==> src/rtl/mmio_bus_ctrl.sv <==
// CPU load/store sequencer: decodes a latched byte address to data memory or the LED/switch/7-seg
// registers, times the memory read latency and returns load data with a one-cycle completion pulse.
module mmio_bus_ctrl #(
  parameter int unsigned MEM_ADDR_W = 14,
  parameter int unsigned MEM_LAT    = 1,
  parameter logic [31:0] LED_ADDR   = 32'hFFFF_FC60,
  parameter logic [31:0] SW_ADDR    = 32'hFFFF_FC70,
  parameter logic [31:0] SEG_ADDR   = 32'hFFFF_FC80
) (
  input  logic                  clk,
  input  logic                  rst,
  input  logic                  req_valid,
  input  logic                  req_write,
  input  logic [31:0]           req_addr,
  input  logic [31:0]           req_wdata,
  output logic                  req_done,
  output logic [31:0]           rsp_rdata,
  output logic                  req_err,
  output logic                  mem_en,
  output logic                  mem_we,
  output logic [MEM_ADDR_W-1:0] mem_addr,
  output logic [31:0]           mem_wdata,
  input  logic [31:0]           mem_rdata,
  input  logic [15:0]           sw_in,
  output logic [15:0]           led_out,
  output logic [31:0]           seg_out
);

  typedef enum logic [1:0] {S_IDLE, S_ACCESS, S_WAIT, S_DONE} state_e;
  typedef enum logic [2:0] {R_MEM, R_LED, R_SW, R_SEG, R_ERR} region_e;

  localparam logic [2:0] LAT_M1 = 3'(MEM_LAT - 1);

  function automatic region_e decode(input logic [31:0] a);
    if (a[1:0] != 2'b00)                       return R_ERR;
    if ((a >> (MEM_ADDR_W + 2)) == 32'd0)      return R_MEM;
    if (a == LED_ADDR)                         return R_LED;
    if (a == SW_ADDR)                          return R_SW;
    if (a == SEG_ADDR)                         return R_SEG;
    return R_ERR;
  endfunction

  state_e      state_q, state_d;
  logic [31:0] addr_q, addr_d;
  logic [31:0] wdata_q, wdata_d;
  logic        write_q, write_d;
  logic [2:0]  cnt_q, cnt_d;
  logic [31:0] rdata_q, rdata_d;
  logic        done_q, done_d;
  logic        err_q, err_d;
  logic [15:0] led_q, led_d;
  logic [31:0] seg_q, seg_d;
  logic [15:0] sw_meta_q, sw_sync_q;
  region_e     region;

  assign region = decode(addr_q);

  always_comb begin
    // NOTE: every next-state signal takes its held value first, so no path can infer a latch.
    state_d = state_q;
    addr_d  = addr_q;
    wdata_d = wdata_q;
    write_d = write_q;
    cnt_d   = cnt_q;
    rdata_d = rdata_q;
    led_d   = led_q;
    seg_d   = seg_q;
    done_d  = 1'b0;
    err_d   = 1'b0;
    unique case (state_q)
      S_IDLE: begin
        if (req_valid) begin
          addr_d  = req_addr;
          wdata_d = req_wdata;
          write_d = req_write;
          state_d = S_ACCESS;
        end
      end
      S_ACCESS: begin
        state_d = S_DONE;
        done_d  = 1'b1;
        unique case (region)
          R_MEM: begin
            if (!write_q) begin
              cnt_d   = LAT_M1;
              state_d = S_WAIT;
              done_d  = 1'b0;
            end
          end
          R_LED: begin
            if (write_q) led_d = wdata_q[15:0];
            else         rdata_d = {16'b0, led_q};
          end
          R_SW: begin
            if (!write_q) rdata_d = {16'b0, sw_sync_q};
          end
          R_SEG: begin
            if (write_q) seg_d = wdata_q;
            else         rdata_d = seg_q;
          end
          default: begin
            err_d = 1'b1;
            if (!write_q) rdata_d = 32'b0;
          end
        endcase
      end
      S_WAIT: begin
        if (cnt_q != 3'd0) begin
          cnt_d = cnt_q - 3'd1;
        end else begin
          rdata_d = mem_rdata;
          state_d = S_DONE;
          done_d  = 1'b1;
        end
      end
      default: state_d = S_IDLE;
    endcase
  end

  always_ff @(posedge clk) begin
    if (rst) begin
      state_q   <= S_IDLE;
      addr_q    <= '0;
      wdata_q   <= '0;
      write_q   <= 1'b0;
      cnt_q     <= '0;
      rdata_q   <= '0;
      done_q    <= 1'b0;
      err_q     <= 1'b0;
      led_q     <= '0;
      seg_q     <= '0;
      sw_meta_q <= '0;
      sw_sync_q <= '0;
    end else begin
      // NOTE: non-blocking assignments so every flop samples pre-edge values regardless of order.
      state_q   <= state_d;
      addr_q    <= addr_d;
      wdata_q   <= wdata_d;
      write_q   <= write_d;
      cnt_q     <= cnt_d;
      rdata_q   <= rdata_d;
      done_q    <= done_d;
      err_q     <= err_d;
      led_q     <= led_d;
      seg_q     <= seg_d;
      sw_meta_q <= sw_in;
      sw_sync_q <= sw_meta_q;
    end
  end

  // Gating with !rst guarantees a reset landing mid-access never writes memory.
  assign mem_en    = (state_q == S_ACCESS) && (region == R_MEM) && !rst;
  assign mem_we    = mem_en && write_q;
  assign mem_addr  = addr_q[MEM_ADDR_W+1:2];
  assign mem_wdata = wdata_q;
  assign req_done  = done_q;
  assign req_err   = err_q;
  assign rsp_rdata = rdata_q;
  assign led_out   = led_q;
  assign seg_out   = seg_q;

endmodule

==> config.mk <==
export PLATFORM = sky130hd
export DESIGN_NAME = mmio_bus_ctrl
export DESIGN_NICKNAME = d
export VERILOG_FILES = /design/src/rtl/mmio_bus_ctrl.sv
export SDC_FILE = /design/constraint.sdc
export NUM_CORES = 1
export LEC_CHECK = 0
export BUFFER_PORTS_ARGS = -buffer_cell sky130_fd_sc_hd__buf_2
export CORE_AREA = 2 2 124 126
export DETAILED_ROUTE_END_ITERATION = 7
export DIE_AREA = 0 0 126 128
export PLACE_DENSITY = 0.79
export SYNTH_ARGS = -nofsm -noshare
export SYNTH_HDL_FRONTEND = slang
export SYNTH_SLANG_ARGS = --single-unit
==> constraint.sdc <==
create_clock -name clk -period 2.83 [get_ports clk]
set_input_delay 0.283 -clock clk [delete_from_list [all_inputs] [get_ports clk]]
set_output_delay 0.283 -clock clk [all_outputs]
set_load 0.05 [all_outputs]
==> flow_metrics.env, run 1 <==
export IMPL_track_usage=0.253
export IMPL_netlist_instances=842
export IMPL_syn_num_nets=964
export IMPL_grt_pass1_wl_um=32300
export IMPL_grt_util_met3=0.0722
export IMPL_std_cell_rows=45
export IMPL_syn_cell_area_um2=7270
export IMPL_hold_buffers=0
export IMPL_die_h_um=128
export IMPL_drc=0
export IMPL_synthDistinctLibCells=48
export IMPL_yosys_warnings=0
export IMPL_drt_initial_drc_count=464
export IMPL_hp_class="in2reg"
export IMPL_first_pass_iters=5
export IMPL_drt_total_wl_um=20600
export IMPL_cp_start_kind="flop"
export IMPL_busiest_layer="met2"
export IMPL_cp_end_kind="primary output"
export IMPL_syn_avg_cell_area_um2=8.63
export IMPL_antenna_found_initial=1
export IMPL_gp_congestion=0.864
export IMPL_critPathLaunch="addr_q[31]"
export IMPL_area_growth_pct=25.1
export IMPL_htree_levels=4
export IMPL_ant_nets=0
export IMPL_cp_cell_sequence="nor4_1 -> and3_1 -> nand3_1 -> nor2_1 -> and2_1 -> buf_2"
export IMPL_worstPathRequired_ns=2.55
export IMPL_slowest_stage="nor4_1"
export IMPL_drive_gt1_frac=0.289
export IMPL_cts_root_buf="clkbuf_16"
export IMPL_pin_count=246
export IMPL_coreArea_um2=14900
export IMPL_viasPerCell=5.35
export IMPL_worstHoldStart="sw_in[4]"
export IMPL_post_cts_buffers=0
export IMPL_grt_util_met1=0.305
export IMPL_final_nets=1167
export IMPL_worst_slew_margin_rel=0.558
export IMPL_fin_setup_tns_ns=0
export IMPL_die_area_um2=16100
export IMPL_cap_viol_max_count=0
export IMPL_reg2reg_from="state_q[1]"
export IMPL_grt_max_degree=74
export IMPL_fmax_mhz=380
export IMPL_tightest_slew_ns=0.661
export IMPL_maxSlewViolCount=0
export IMPL_portBuffers=245
export IMPL_clk_pin_slew_ns=0.06
export IMPL_synth_edff_count=0
export IMPL_power_density_nw_per_um2=1020
export IMPL_rsz0062_at_grt="false"
export IMPL_die_w_um=126
export IMPL_p_total_mw=9.27
export IMPL_cp_arrival_ns=2.35
export IMPL_worstSetupPathType="reg2out"
export IMPL_report_final_hold_viol_count=0
export IMPL_slowest_delay_ns=0.49
export IMPL_seq_area_frac_synth=0.507
export IMPL_cp_max_fo=3
export IMPL_setup_violations=0
export IMPL_p_leak_nw=3.80
export IMPL_ys_seq_elements=184
export IMPL_cts_sinks=184
export IMPL_peakVddDrop_uv=471
export IMPL_start_util=0.489
export IMPL_async_flop_share=0
export IMPL_cts_buffers=17
export IMPL_wire_per_inst_um=16.5
export IMPL_cts_resized=0
export IMPL_clk_path_buf_depth=2
export IMPL_layout_min_cycle_time_ns=2.63
export IMPL_synth_ff_type="dfxtp_1"
export IMPL_fin_crit_sh=0.930
export IMPL_grt_ovfl_total=0
export IMPL_dp_hpwl_um=14500
export IMPL_fin_util=0.612
export IMPL_cts_tree="done"
export IMPL_vias=6673
export IMPL_clk_latency_ns=0.43
export IMPL_outcome="completed"
export IMPL_grt_pass1_vias=6237
export IMPL_fin_skew_ns=0.00722
export IMPL_use_met2=0.433
layout make-up:
cell class                      count  area, um^2
Fill cell                        1369        5770
Sequential cell                   184        3680
Multi-Input combinational cell    572        3120
Timing Repair Buffer              264        1430
Clock buffer                       22         454
Tap cell                          188         235
Clock inverter                     10         145
Inverter                            6        22.5
Antenna cell                        1        2.50
cells in the mapped netlist (2+ instances only):
library cell / instances / share of area
buf_6: 3 / 0.0046
and4_1: 2 / 0.0024
nor2b_1: 33 / 0.028
mux2i_1: 17 / 0.023
a21o_1: 3 / 0.0031
ha_1: 6 / 0.010
a22oi_1: 31 / 0.032
nand3_1: 19 / 0.013
nand4b_1: 2 / 0.0024
buf_4: 17 / 0.018
clkbuf_8: 4 / 0.0076
buf_1: 2 / 0.0010
clkbuf_1: 46 / 0.024
nand3b_1: 2 / 0.0021
a32oi_1: 16 / 0.019
a211oi_1: 32 / 0.033
nand2_1: 198 / 0.10
a21oi_1: 103 / 0.071
or4_4: 2 / 0.0031
and2_1: 2 / 0.0017
nand2b_1: 3 / 0.0026
nor4_1: 5 / 0.0043
dfxtp_1: 184 / 0.51
nor2_1: 53 / 0.027
nand4_1: 6 / 0.0052
inv_1: 6 / 0.0031
o21ai_0: 17 / 0.012
and3b_1: 2 / 0.0024
buf_2: 7 / 0.0048
cells by family after synthesis:
logic type,Yosys count,synth area share
buffers and inverters,86,0.0670
DFF,184,0.507
muxes,17,0.0234
and+or+nand+nor,339,0.211
AOI/OAI and AO/OA,210,0.182
adders and majority gates,6,0.0103
worst max-delay path, delay by kind of cell, from the launching register on:
kind	cells	cell delay [ns]
flops	1	0.35
simple gates	5	1.32
buf+inv	1	0.26
flip-flops by register name (all words and copies together), names as in the netlist:
signal and count:
write_q 1, seg_out 32, addr_q 32, led_out 16, sw_meta_q 16, sw_sync_q 16, rsp_rdata 32, cnt_q 3
mem_wdata 32, req_done 1, state_q 2, req_err 1
final timing paths:
check / to / depth (start not counted) / slack, ns
worst max-delay path: mem_we / 6 / 0.20
worst min-delay path: sw_meta_q[4] / 2 / 0.07
worst max register to register: rsp_rdata[13] / 7 / 0.62
worst min register to register: sw_sync_q[3] / 1 / 0.44
layer usage:
metal  vias up  part of all wire
met2       276              0.49
met3        36             0.085
met5         -                 0
li1       3296                 -
met1      3065              0.40
met4         0             0.023
stage by stage:
step / setup slack, ns / instance area (um^2) / std cells / hold WS, ns
final: 0.198 / 9090 / 1247 / 0.0666
after global routing: 0.110 / 9090 / 1246 / 0.0481
after CTS: 0.175 / 9090 / 1246 / 0.0473
after global placement: 0.725 / 8490 / 1214 / 0.419
after floorplan: 0.373 / 7270 / 842 / 0.411
after detailed placement: 0.659 / 8490 / 1214 / 0.423
layout by cell type, fill, tap and decap left out, drive strengths merged, types with 4 or more instances in the layout:
| cell type | n |
|---|---|
| clkinv | 4 |
| nor2 | 54 |
| buf | 264 |
| nand3 | 19 |
| a32oi | 16 |
| nand2 | 198 |
| o21ai | 17 |
| ha | 6 |
| dfxtp | 184 |
| a211oi | 33 |
| a22oi | 32 |
| nand4 | 6 |
| inv | 7 |
| nor2b | 33 |
| a21oi | 103 |
| clkbuf | 22 |
| mux2i | 17 |
| nor4 | 6 |
where the power goes:
group          total, mW  internal, mW  switching [mW]
sequential          3.36          3.05           0.311
combinational       3.50         0.947            2.56
clock               2.40          1.42           0.984
Power figures use the tool's default switching activity.
==> run 2: changes to the inputs <==
Settings changed: CELL_PAD_IN_SITES_DETAIL_PLACEMENT set to 0, CELL_PAD_IN_SITES_GLOBAL_PLACEMENT set to 2, CORE_AREA 2 2 124 126 to 2 2 165 167, DIE_AREA 0 0 126 128 to 0 0 167 169, PLACE_DENSITY 0.79 to 0.78.
==> flow_metrics.env, run 2 (synthesis results as in run 1) <==
export IMPL_outcome="completed"
export IMPL_multi_input_area_um2=3120
export IMPL_use_met2=0.270
export IMPL_fmax_mhz=399
export IMPL_die_h_um=169
export IMPL_tightest_slew_ns=0.595
export IMPL_fin_skew_ns=0.0114
export IMPL_final_nets=1167
export IMPL_pin_count=246
export IMPL_final_cell_mix="buf_2 (244), nand2_1 (197), dfxtp_1 (184), a21oi_1 (103), nor2_1 (53)"
export IMPL_cts_buffers=17
export IMPL_clk_latency_ns=0.43
export IMPL_drt_total_wl_um=23400
export IMPL_htree_levels=4
export IMPL_report_final_hold_viol_count=0
export IMPL_die_area_um2=28200
export IMPL_viasPerCell=4.66
export IMPL_power_density_nw_per_um2=992
export IMPL_p_total_mw=9.16
export IMPL_track_usage=0.164
export IMPL_worstSetupPathType="reg2out"
export IMPL_layout_min_cycle_time_ns=2.50
export IMPL_cap_viol_max_count=0
export IMPL_regArea_um2=3680
export IMPL_grt_pass1_wl_um=36300
export IMPL_post_cts_buffers=0
export IMPL_clk_pin_slew_ns=0.08
export IMPL_cts_root_buf="clkbuf_16"
export IMPL_ant_nets=0
export IMPL_vias=6519
export IMPL_start_util=0.274
export IMPL_place_ws_ns=0.688
export IMPL_grt_util_met3=0.0372
export IMPL_fin_crit_sh=0.885
export IMPL_cp_arrival_ns=2.22
export IMPL_std_cell_rows=60
export IMPL_wire_per_inst_um=16.7
export IMPL_grt_pass1_vias=6217
export IMPL_cts_tree="done"
export IMPL_p_leak_nw=3.76
export IMPL_hold_buffers=0
export IMPL_setup_violations=0
export IMPL_busiest_layer="met2"
export IMPL_first_pass_iters=4
export IMPL_worstPathRequired_ns=2.55
export IMPL_clk_path_buf_depth=2
export IMPL_drc=0
export IMPL_rsz0062_at_grt="false"
export IMPL_fillers=2849
export IMPL_coreArea_um2=26500
export IMPL_grt_util_met1=0.217
export IMPL_die_w_um=167
export IMPL_hp_class="in2reg"
export IMPL_fin_ws_ns=0.326
export IMPL_peakVddDrop_uv=550
export IMPL_cp_start_kind="flop"
export IMPL_cts_sinks=184
export IMPL_worst_slew_margin_rel=0.604
export IMPL_area_growth_pct=27.0
export IMPL_drive_gt1_frac=0.291
export IMPL_antenna_found_initial=2
export IMPL_portBuffers=245
export IMPL_dp_hpwl_um=16500
export IMPL_gp_congestion=0.821
export IMPL_drt_initial_drc_count=337
export IMPL_grt_max_degree=94
export IMPL_maxSlewViolCount=0
export IMPL_final_common_cell="buf_2"
export IMPL_holdWs_ns=0.0630
export IMPL_fin_setup_tns_ns=0
export IMPL_cp_end_kind="primary output"
export IMPL_grt_ovfl_total=0
export IMPL_cts_resized=0
export IMPL_cp_max_fo=3
run 2: changes by cell type in the layout (fill, tap and decap cells not counted), moves of 2 or more:
cell | before | now
inv_8 | 0 | 2
clkinv_4 | 3 | 1
clkinvlp_4 | 2 | 5
inv_6 | 1 | 3
clkbuf_1 | 4 | 2
bufinv_16 | 3 | 0
run 2: metal layers:
layer / vias up / share of wire
met5: - / 0
li1: 3295 / -
met3: 16 / 0.051
met4: 0 / 0.0093
met2: 171 / 0.47
met1: 3037 / 0.47
run 2: metrics by stage:
stage	instance area, um^2	std cells	util
after floorplan	7270	842	-
after global placement	8680	1367	0.328
after detailed placement	8680	1367	0.328
after CTS	9230	1399	0.348
after global routing	9230	1400	0.348
final	9230	1400	0.348
run 2: worst max-delay path, stage by stage, from the launching register on:
cell     delay, ns
dfxtp_1       0.33
nor4_1        0.41
and3_1        0.35
nand3_1       0.13
nor2_1        0.16
and2_1        0.15
buf_2         0.26
run 2: power breakdown:
group	internal, mW	switching (mW)
sequential	3.05	0.296
combinational	0.953	2.60
clock	1.15	1.12
run 2: area by class of cell:
cell class,count,area share
clock buffer,19,0.0469
tap,341,0.0462
sequential,184,0.399
clock inverter,13,0.0126
timing repair buffer,264,0.154
antenna,1,0.000271
multi-input combinational,572,0.338
inverter,6,0.00244
run 2: path summary, 6_finish.rpt:
| check | from | to | slack (ns) | cells past startpoint |
|---|---|---|---|---|
| setup / recovery | addr_q[22] | mem_we | 0.33 | 6 |
| hold / removal | sw_in[15] | sw_meta_q[15] | 0.06 | 2 |
| setup reg to reg | addr_q[0] | rsp_rdata[6] | 0.68 | 6 |
| hold reg to reg | sw_meta_q[14] | sw_sync_q[14] | 0.44 | 1 |
